===== config.mk =====
export PLATFORM = sky130hd
export DESIGN_NAME = motor_drive_flat
export DESIGN_NICKNAME = d
export VERILOG_FILES = /design/src/rtl/motor_drive_if.sv /design/src/rtl/motor_drive.sv /design/src/flat_wrapper.sv
export SDC_FILE = /design/constraint.sdc
export NUM_CORES = 1
export LEC_CHECK = 0
export BUFFER_PORTS_ARGS = -buffer_cell sky130_fd_sc_hd__buf_2
export CAP_MARGIN = 30
export CORE_UTILIZATION = 48
export CTS_CLUSTER_DIAMETER = 50
export DETAILED_ROUTE_END_ITERATION = 6
export PLACE_DENSITY = 0.67
export SYNTH_ARGS = -nofsm -noshare
export SYNTH_HDL_FRONTEND = slang
export SYNTH_SLANG_ARGS = --single-unit
export TNS_END_PERCENT = 100

===== constraint.sdc =====
create_clock -name clk -period 2.45 [get_ports clk]
set_clock_uncertainty 0.1 [all_clocks]
set_input_delay 0 -clock clk [delete_from_list [all_inputs] [get_ports clk]]
set_output_delay 0 -clock clk [all_outputs]
set_load 0.01 [all_outputs]

===== src/rtl/motor_drive_if.sv =====
// Steering command in, H-bridge PWM/direction pins and status out.
interface motor_drive_if;
    logic [1:0] state;
    logic       left_pwm;
    logic       right_pwm;
    logic [1:0] left_dir;
    logic [1:0] right_dir;
    logic [1:0] active_cmd;
    logic       ramping;

    modport master (
        output state,
        input  left_pwm, right_pwm, left_dir, right_dir, active_cmd, ramping
    );

    modport slave (
        input  state,
        output left_pwm, right_pwm, left_dir, right_dir, active_cmd, ramping
    );
endinterface


===== src/rtl/motor_drive.sv =====
// Glitch-filtered steering command -> left/right PWM + H-bridge direction with brake on stop.
// Optional soft-start duty ramp: define MOTOR_SOFTSTART_EN.
module motor_drive #(
    parameter int PWM_BITS     = 10,
    parameter int CMD_STABLE   = 4,
    parameter int FWD_DUTY     = 768,
    parameter int TURN_FAST    = 768,
    parameter int TURN_SLOW    = 256,
    parameter int RAMP_STEP    = 64,
    parameter int BRAKE_CYCLES = 50000
) (
    input  logic         clk,
    input  logic         reset,
    motor_drive_if.slave bus
);
    localparam int DW = PWM_BITS + 1;
    localparam int SW = $clog2(CMD_STABLE + 1);
    localparam int TW = $clog2(BRAKE_CYCLES + 1);

    localparam logic [DW-1:0] D_FWD  = DW'(FWD_DUTY);
    localparam logic [DW-1:0] D_FAST = DW'(TURN_FAST);
    localparam logic [DW-1:0] D_SLOW = DW'(TURN_SLOW);
    localparam logic [SW-1:0] STABLE_N = SW'(CMD_STABLE);
    localparam logic [TW-1:0] BRAKE_N  = TW'(BRAKE_CYCLES);

    // Without soft-start the step spans the whole duty range, so one wrap lands on the target.
`ifdef MOTOR_SOFTSTART_EN
    localparam bit SOFTSTART = 1'b1;
`else
    localparam bit SOFTSTART = 1'b0;
`endif
    localparam logic [DW-1:0] D_STEP = SOFTSTART ? DW'(RAMP_STEP) : '1;

    typedef enum logic [1:0] {STOP, RUN, BRAKE} mode_t;

    mode_t               mode, mode_nx;
    logic [1:0]          sample, cand, cand_nx, active;
    logic [SW-1:0]       count, count_nx;
    logic                accept;
    logic [PWM_BITS-1:0] cnt;
    logic                wrap;
    logic [DW-1:0]       duty_l, duty_r, duty_l_nx, duty_r_nx, tgt_l, tgt_r;
    logic [TW-1:0]       timer, timer_nx;
    logic                force_zero;
    logic                pwm_l, pwm_r;
    logic [1:0]          dir;

    function automatic logic [DW-1:0] ramp(input logic [DW-1:0] cur, input logic [DW-1:0] tgt);
        if (cur < tgt) return (tgt - cur > D_STEP) ? cur + D_STEP : tgt;
        if (cur > tgt) return (cur - tgt > D_STEP) ? cur - D_STEP : tgt;
        return cur;
    endfunction

    // Acceptance fires on the same edge the run of identical samples reaches CMD_STABLE.
    always_comb begin
        cand_nx  = cand;
        count_nx = count;
        if (sample != cand) begin
            cand_nx  = sample;
            count_nx = SW'(1);
        end else if (count < STABLE_N) begin
            count_nx = count + SW'(1);
        end
        accept = (count_nx == STABLE_N) && (cand_nx != active);
    end

    always_comb begin
        tgt_l = '0;
        tgt_r = '0;
        case (active)
            2'b11:   begin tgt_l = D_FWD;  tgt_r = D_FWD;  end
            2'b01:   begin tgt_l = D_SLOW; tgt_r = D_FAST; end
            2'b10:   begin tgt_l = D_FAST; tgt_r = D_SLOW; end
            default: ;
        endcase
    end

    always_comb begin
        mode_nx    = mode;
        timer_nx   = timer;
        force_zero = 1'b0;
        case (mode)
            STOP: if (accept && cand_nx != 2'b00) mode_nx = RUN;
            RUN: if (accept && cand_nx == 2'b00) begin
                mode_nx    = BRAKE;
                timer_nx   = BRAKE_N;
                force_zero = 1'b1;
            end
            BRAKE: begin
                if (accept) begin
                    mode_nx  = RUN;
                    timer_nx = '0;
                end else if (timer <= TW'(1)) begin
                    mode_nx  = STOP;
                    timer_nx = '0;
                end else begin
                    timer_nx = timer - TW'(1);
                end
            end
            default: mode_nx = STOP;
        endcase
    end

    assign wrap = (cnt == '1);

    always_comb begin
        duty_l_nx = duty_l;
        duty_r_nx = duty_r;
        if (force_zero) begin
            duty_l_nx = '0;
            duty_r_nx = '0;
        end else if (wrap) begin
            duty_l_nx = ramp(duty_l, tgt_l);
            duty_r_nx = ramp(duty_r, tgt_r);
        end
    end

    always_ff @(posedge clk) begin
        if (reset) begin
            sample <= 2'b00;
            cand   <= 2'b00;
            count  <= '0;
            active <= 2'b00;
            mode   <= STOP;
            timer  <= '0;
            cnt    <= '0;
            duty_l <= '0;
            duty_r <= '0;
            pwm_l  <= 1'b0;
            pwm_r  <= 1'b0;
            dir    <= 2'b00;
        end else begin
            sample <= bus.state;
            cand   <= cand_nx;
            count  <= count_nx;
            if (accept) active <= cand_nx;
            mode   <= mode_nx;
            timer  <= timer_nx;
            cnt    <= cnt + PWM_BITS'(1);
            duty_l <= duty_l_nx;
            duty_r <= duty_r_nx;
            pwm_l  <= {1'b0, cnt} < duty_l;
            pwm_r  <= {1'b0, cnt} < duty_r;
            case (mode)
                RUN:     dir <= 2'b10;
                BRAKE:   dir <= 2'b11;
                default: dir <= 2'b00;
            endcase
        end
    end

    assign bus.left_pwm   = pwm_l;
    assign bus.right_pwm  = pwm_r;
    assign bus.left_dir   = dir;
    assign bus.right_dir  = dir;
    assign bus.active_cmd = active;
    assign bus.ramping    = (duty_l != tgt_l) || (duty_r != tgt_r);
endmodule


===== src/flat_wrapper.sv =====
// flat-port wrapper written by rule: the top's interface ports become plain ports
module motor_drive_flat 
#(
    parameter int PWM_BITS     = 10,
    parameter int CMD_STABLE   = 4,
    parameter int FWD_DUTY     = 768,
    parameter int TURN_FAST    = 768,
    parameter int TURN_SLOW    = 256,
    parameter int RAMP_STEP    = 64,
    parameter int BRAKE_CYCLES = 50000
)
  (clk, reset, bus_state, bus_left_pwm, bus_right_pwm, bus_left_dir, bus_right_dir, bus_active_cmd, bus_ramping);
  motor_drive_if bus_i ();
  input  logic clk;
  input  logic reset;
  input wire logic [$bits(bus_i.state)-1:0] bus_state;
  output wire logic [$bits(bus_i.left_pwm)-1:0] bus_left_pwm;
  output wire logic [$bits(bus_i.right_pwm)-1:0] bus_right_pwm;
  output wire logic [$bits(bus_i.left_dir)-1:0] bus_left_dir;
  output wire logic [$bits(bus_i.right_dir)-1:0] bus_right_dir;
  output wire logic [$bits(bus_i.active_cmd)-1:0] bus_active_cmd;
  output wire logic [$bits(bus_i.ramping)-1:0] bus_ramping;
  assign bus_i.state = bus_state;
  assign bus_left_pwm = bus_i.left_pwm;
  assign bus_right_pwm = bus_i.right_pwm;
  assign bus_left_dir = bus_i.left_dir;
  assign bus_right_dir = bus_i.right_dir;
  assign bus_active_cmd = bus_i.active_cmd;
  assign bus_ramping = bus_i.ramping;
  motor_drive #(.PWM_BITS(PWM_BITS), .CMD_STABLE(CMD_STABLE), .FWD_DUTY(FWD_DUTY), .TURN_FAST(TURN_FAST), .TURN_SLOW(TURN_SLOW), .RAMP_STEP(RAMP_STEP), .BRAKE_CYCLES(BRAKE_CYCLES)) u_core (.clk(clk), .reset(reset), .bus(bus_i));
endmodule

==> out/metrics.csv <==
metric;value;unit
status;complete, no violations;
Die ar.;0.008670;mm^2
fraction of synthesized cell area taken by the top area cell type;31.65;%
critical path class;reg -> reg;
Crit-path slowest cell;or4b_4;
Area growth syn-to-layout;19.40;%
Least-Margin Pin Slew;0.6546;ns
htree depth;3;
nets@finish;565;
syn_nets;525;
Clk pin slew, worst setup/hold paths;0.07;ns
CTS Buf Count;9;
CP max FO;6;
max_cap viols;0;
Top FF cell, synth;dfxtp_1;
CP Data Required Time;2.63;ns
post-route design area;0.004758;mm^2
first-pass detailed-route iteration total;4;
TNS Setup;0;ns
Ys Warns;0;
Tcrit/Tclk final;99.00;%
number of fill cells;699;
Worst-Skew Late Latency;0.35;ns
GRT overflow;0;
root buffer cell;clkbuf_8;
leading area contributor after synthesis;dfxtp_1;
Fmax achieved;412.3;MHz
Worst slew margin;55.90;%
Via Count;3468;
startpoint types;flip-flop;
Pins Over Slew Limit;0;
cell count after synthesis;478;
layout cells sized above 1;19.89;%
Power Density;499.4;mW/mm^2
Worst IR Drop VDD;338.3;uV
DP Wirelength;6.818;mm
top cells by area, synth;dfxtp_1 32%, ha_1 13%, nor2_1 4.8%;
cell area after placement;0.004342;mm^2
dpl ws;-0.1272;ns
CTS tree;done;
core area;0.007888;mm^2
Die X;93.12;um
ant diodes;0;
routed len/inst;14.64;um
PortBufs;12;
CP max stage delay;0.50;ns
initial antenna violation count;0;
Hold Crit Class;in -> reg;
Initial Util;50.52;%
#FFs+latches synth;63;
cell area after synthesis;0.003985;mm^2
min Tclk post-route;2.426;ns
routability cong.;0.9101;
cell with the most instances after synthesis;dfxtp_1;
post-synthesis sequential area ratio;31.65;%
Iter 0 DRT Violations;131;
final setup fails;0;
unrepaired setup endpoints after global routing;true;
CP Capture Type;flip-flop;
row count;32;
first-pass GRT wire length;15.66;mm
drt total wl;9.148;mm
EDFF count, synth;0;
largest net degree at the start of global routing;35;
Min Hold Slack;0.03537;ns
CP Data Arrival Time;2.61;ns
post-route ant nets;0;
die height;93.12;um
routed vias/inst;5.549;
critical path, cell by cell;inv_2, nand2_4, ha_4, or4b_4, o21ai_2, a211oi_2, o211ai_2, mux2i_1, mux2_2, a21oi_2;
clock tree buffer depth;2;
Avg Cell Area, Syn;8.337;um^2
Residual DRC;0;
Leakage;0.001902;uW
io pins;13;
Final Hold Violating Endpoints;0;
number of global-route vias before repair;3339;
Yosys cell types;63;
clock sink count;63;
Async S/R FF share, synth;0;%
Tot GR Track Use;23.00;%
synth cell count leaders;63 x dfxtp_1, 51 x nor2_1, 41 x ha_1;
setup slack after layout;0.02442;ns
-- timing repair --
action                                 CTS  global route
endpoints found under the hold margin    2             0
resized for setup                        7            20
hold buffers                             2             0
pin swaps                                6            15
setup endpoints to repair                3            23
setup buffers                            0             3
-- power by group --
group | internal (uW) | total [uW] | leakage, uW | switching [uW]
clock | 601 | 1020 | 0.000110 | 420
combinational | 124 | 270 | 0.00128 | 147
sequential | 1050 | 1090 | 0.000511 | 31.9
-- cell usage in the layout, fill, tap and decap left out, types with 4 or more instances in the layout --
cell	netlist	layout
xor2_1	13	13
dfxtp_1	63	60
nand2b_1	8	7
nor2_1	51	51
a211oi_1	10	8
a21o_1	7	7
clkbuf_8	0	10
a21oi_1	28	27
nand3_1	18	18
xnor2_1	16	16
nand2_1	31	30
and3_1	5	4
mux2i_1	9	9
or3_1	5	4
o21ai_0	20	19
buf_2	5	12
buf_4	2	33
a31oi_1	5	4
nand4_1	10	10
ha_1	41	38
nor3_1	19	17
inv_1	38	35
nor4_1	5	4
nor2b_1	8	8
-- area by class of cell --
class | instances | area (um^2) | area share, %
inverter | 38 | 145.1 | 3.050
clock buffer | 11 | 141.4 | 2.971
tap | 102 | 127.6 | 2.682
clock inverter | 5 | 81.33 | 1.709
sequential | 63 | 1265 | 26.58
timing repair buffer | 48 | 339.1 | 7.126
multi-input combinational | 358 | 2659 | 55.88
-- through the flow --
stage                     power, uW  instances  util [%]
after CTS                      2396        622     58.80
after floorplan                1311        478         -
after global placement         1369        604     55.04
after detailed placement       1374        604     55.04
final                          2376        625     60.33
after global routing           2490        625     60.33
-- cell families (layout without fill, tap and decap cells) --
group	after synthesis	in the layout	share of synthesized area, %
flip-flops	63	63	31.65
adder cells (fa/ha/maj)	43	43	13.88
AND/OR/NAND/NOR	182	182	24.30
multiplexers	10	10	2.543
buffers and inverters	57	102	5.903
AO/OA/AOI/OAI	94	94	15.35
XOR/XNOR	29	29	6.374
-- registers in the layout, indices dropped and copies added, names as in the netlist --
name / count
u_core.timer: 16
u_core.duty_l: 11
u_core.duty_r: 11
u_core.cnt: 10
u_core.count: 3
u_core.bus.active_cmd: 2
u_core.bus.left_dir: 2
u_core.cand: 2
u_core.mode: 2
u_core.sample: 2
u_core.bus.left_pwm: 1
u_core.bus.right_pwm: 1
-- path summary, 6_finish.rpt --
path / from / to / slack (ns) / cells past startpoint
hold / removal: reset / u_core.mode[1]$_SDFFE_PP0P_ / 0.04 / 2
hold reg to reg: u_core.cnt[0]$_SDFF_PP0_ / u_core.cnt[0]$_SDFF_PP0_ / 0.42 / 1
setup reg to reg: u_core.bus.active_cmd[1]$_SDFFE_PP0P_ / u_core.duty_r[8]$_SDFFE_PP0P_ / 0.02 / 10
setup / recovery: u_core.bus.active_cmd[1]$_SDFFE_PP0P_ / u_core.duty_r[8]$_SDFFE_PP0P_ / 0.02 / 10
-- critical path: cells and delay by family, from the launching register on --
family                     cells  cell delay [ns]
muxes                          2             0.38
adders and majority gates      1             0.30
DFF                            1             0.33
and+or+nand+nor                2             0.58
buffers and inverters          1             0.07
AOI/OAI and AO/OA              4             0.61
-- layer usage --
layer  global-route usage, %  part of all wire, %
met2                   38.91                   47
met3                   4.146                  4.8
met5                       0                    0
met1                   29.05                   46
met4                   8.590                  1.8
(Power assumes the default switching activity.)
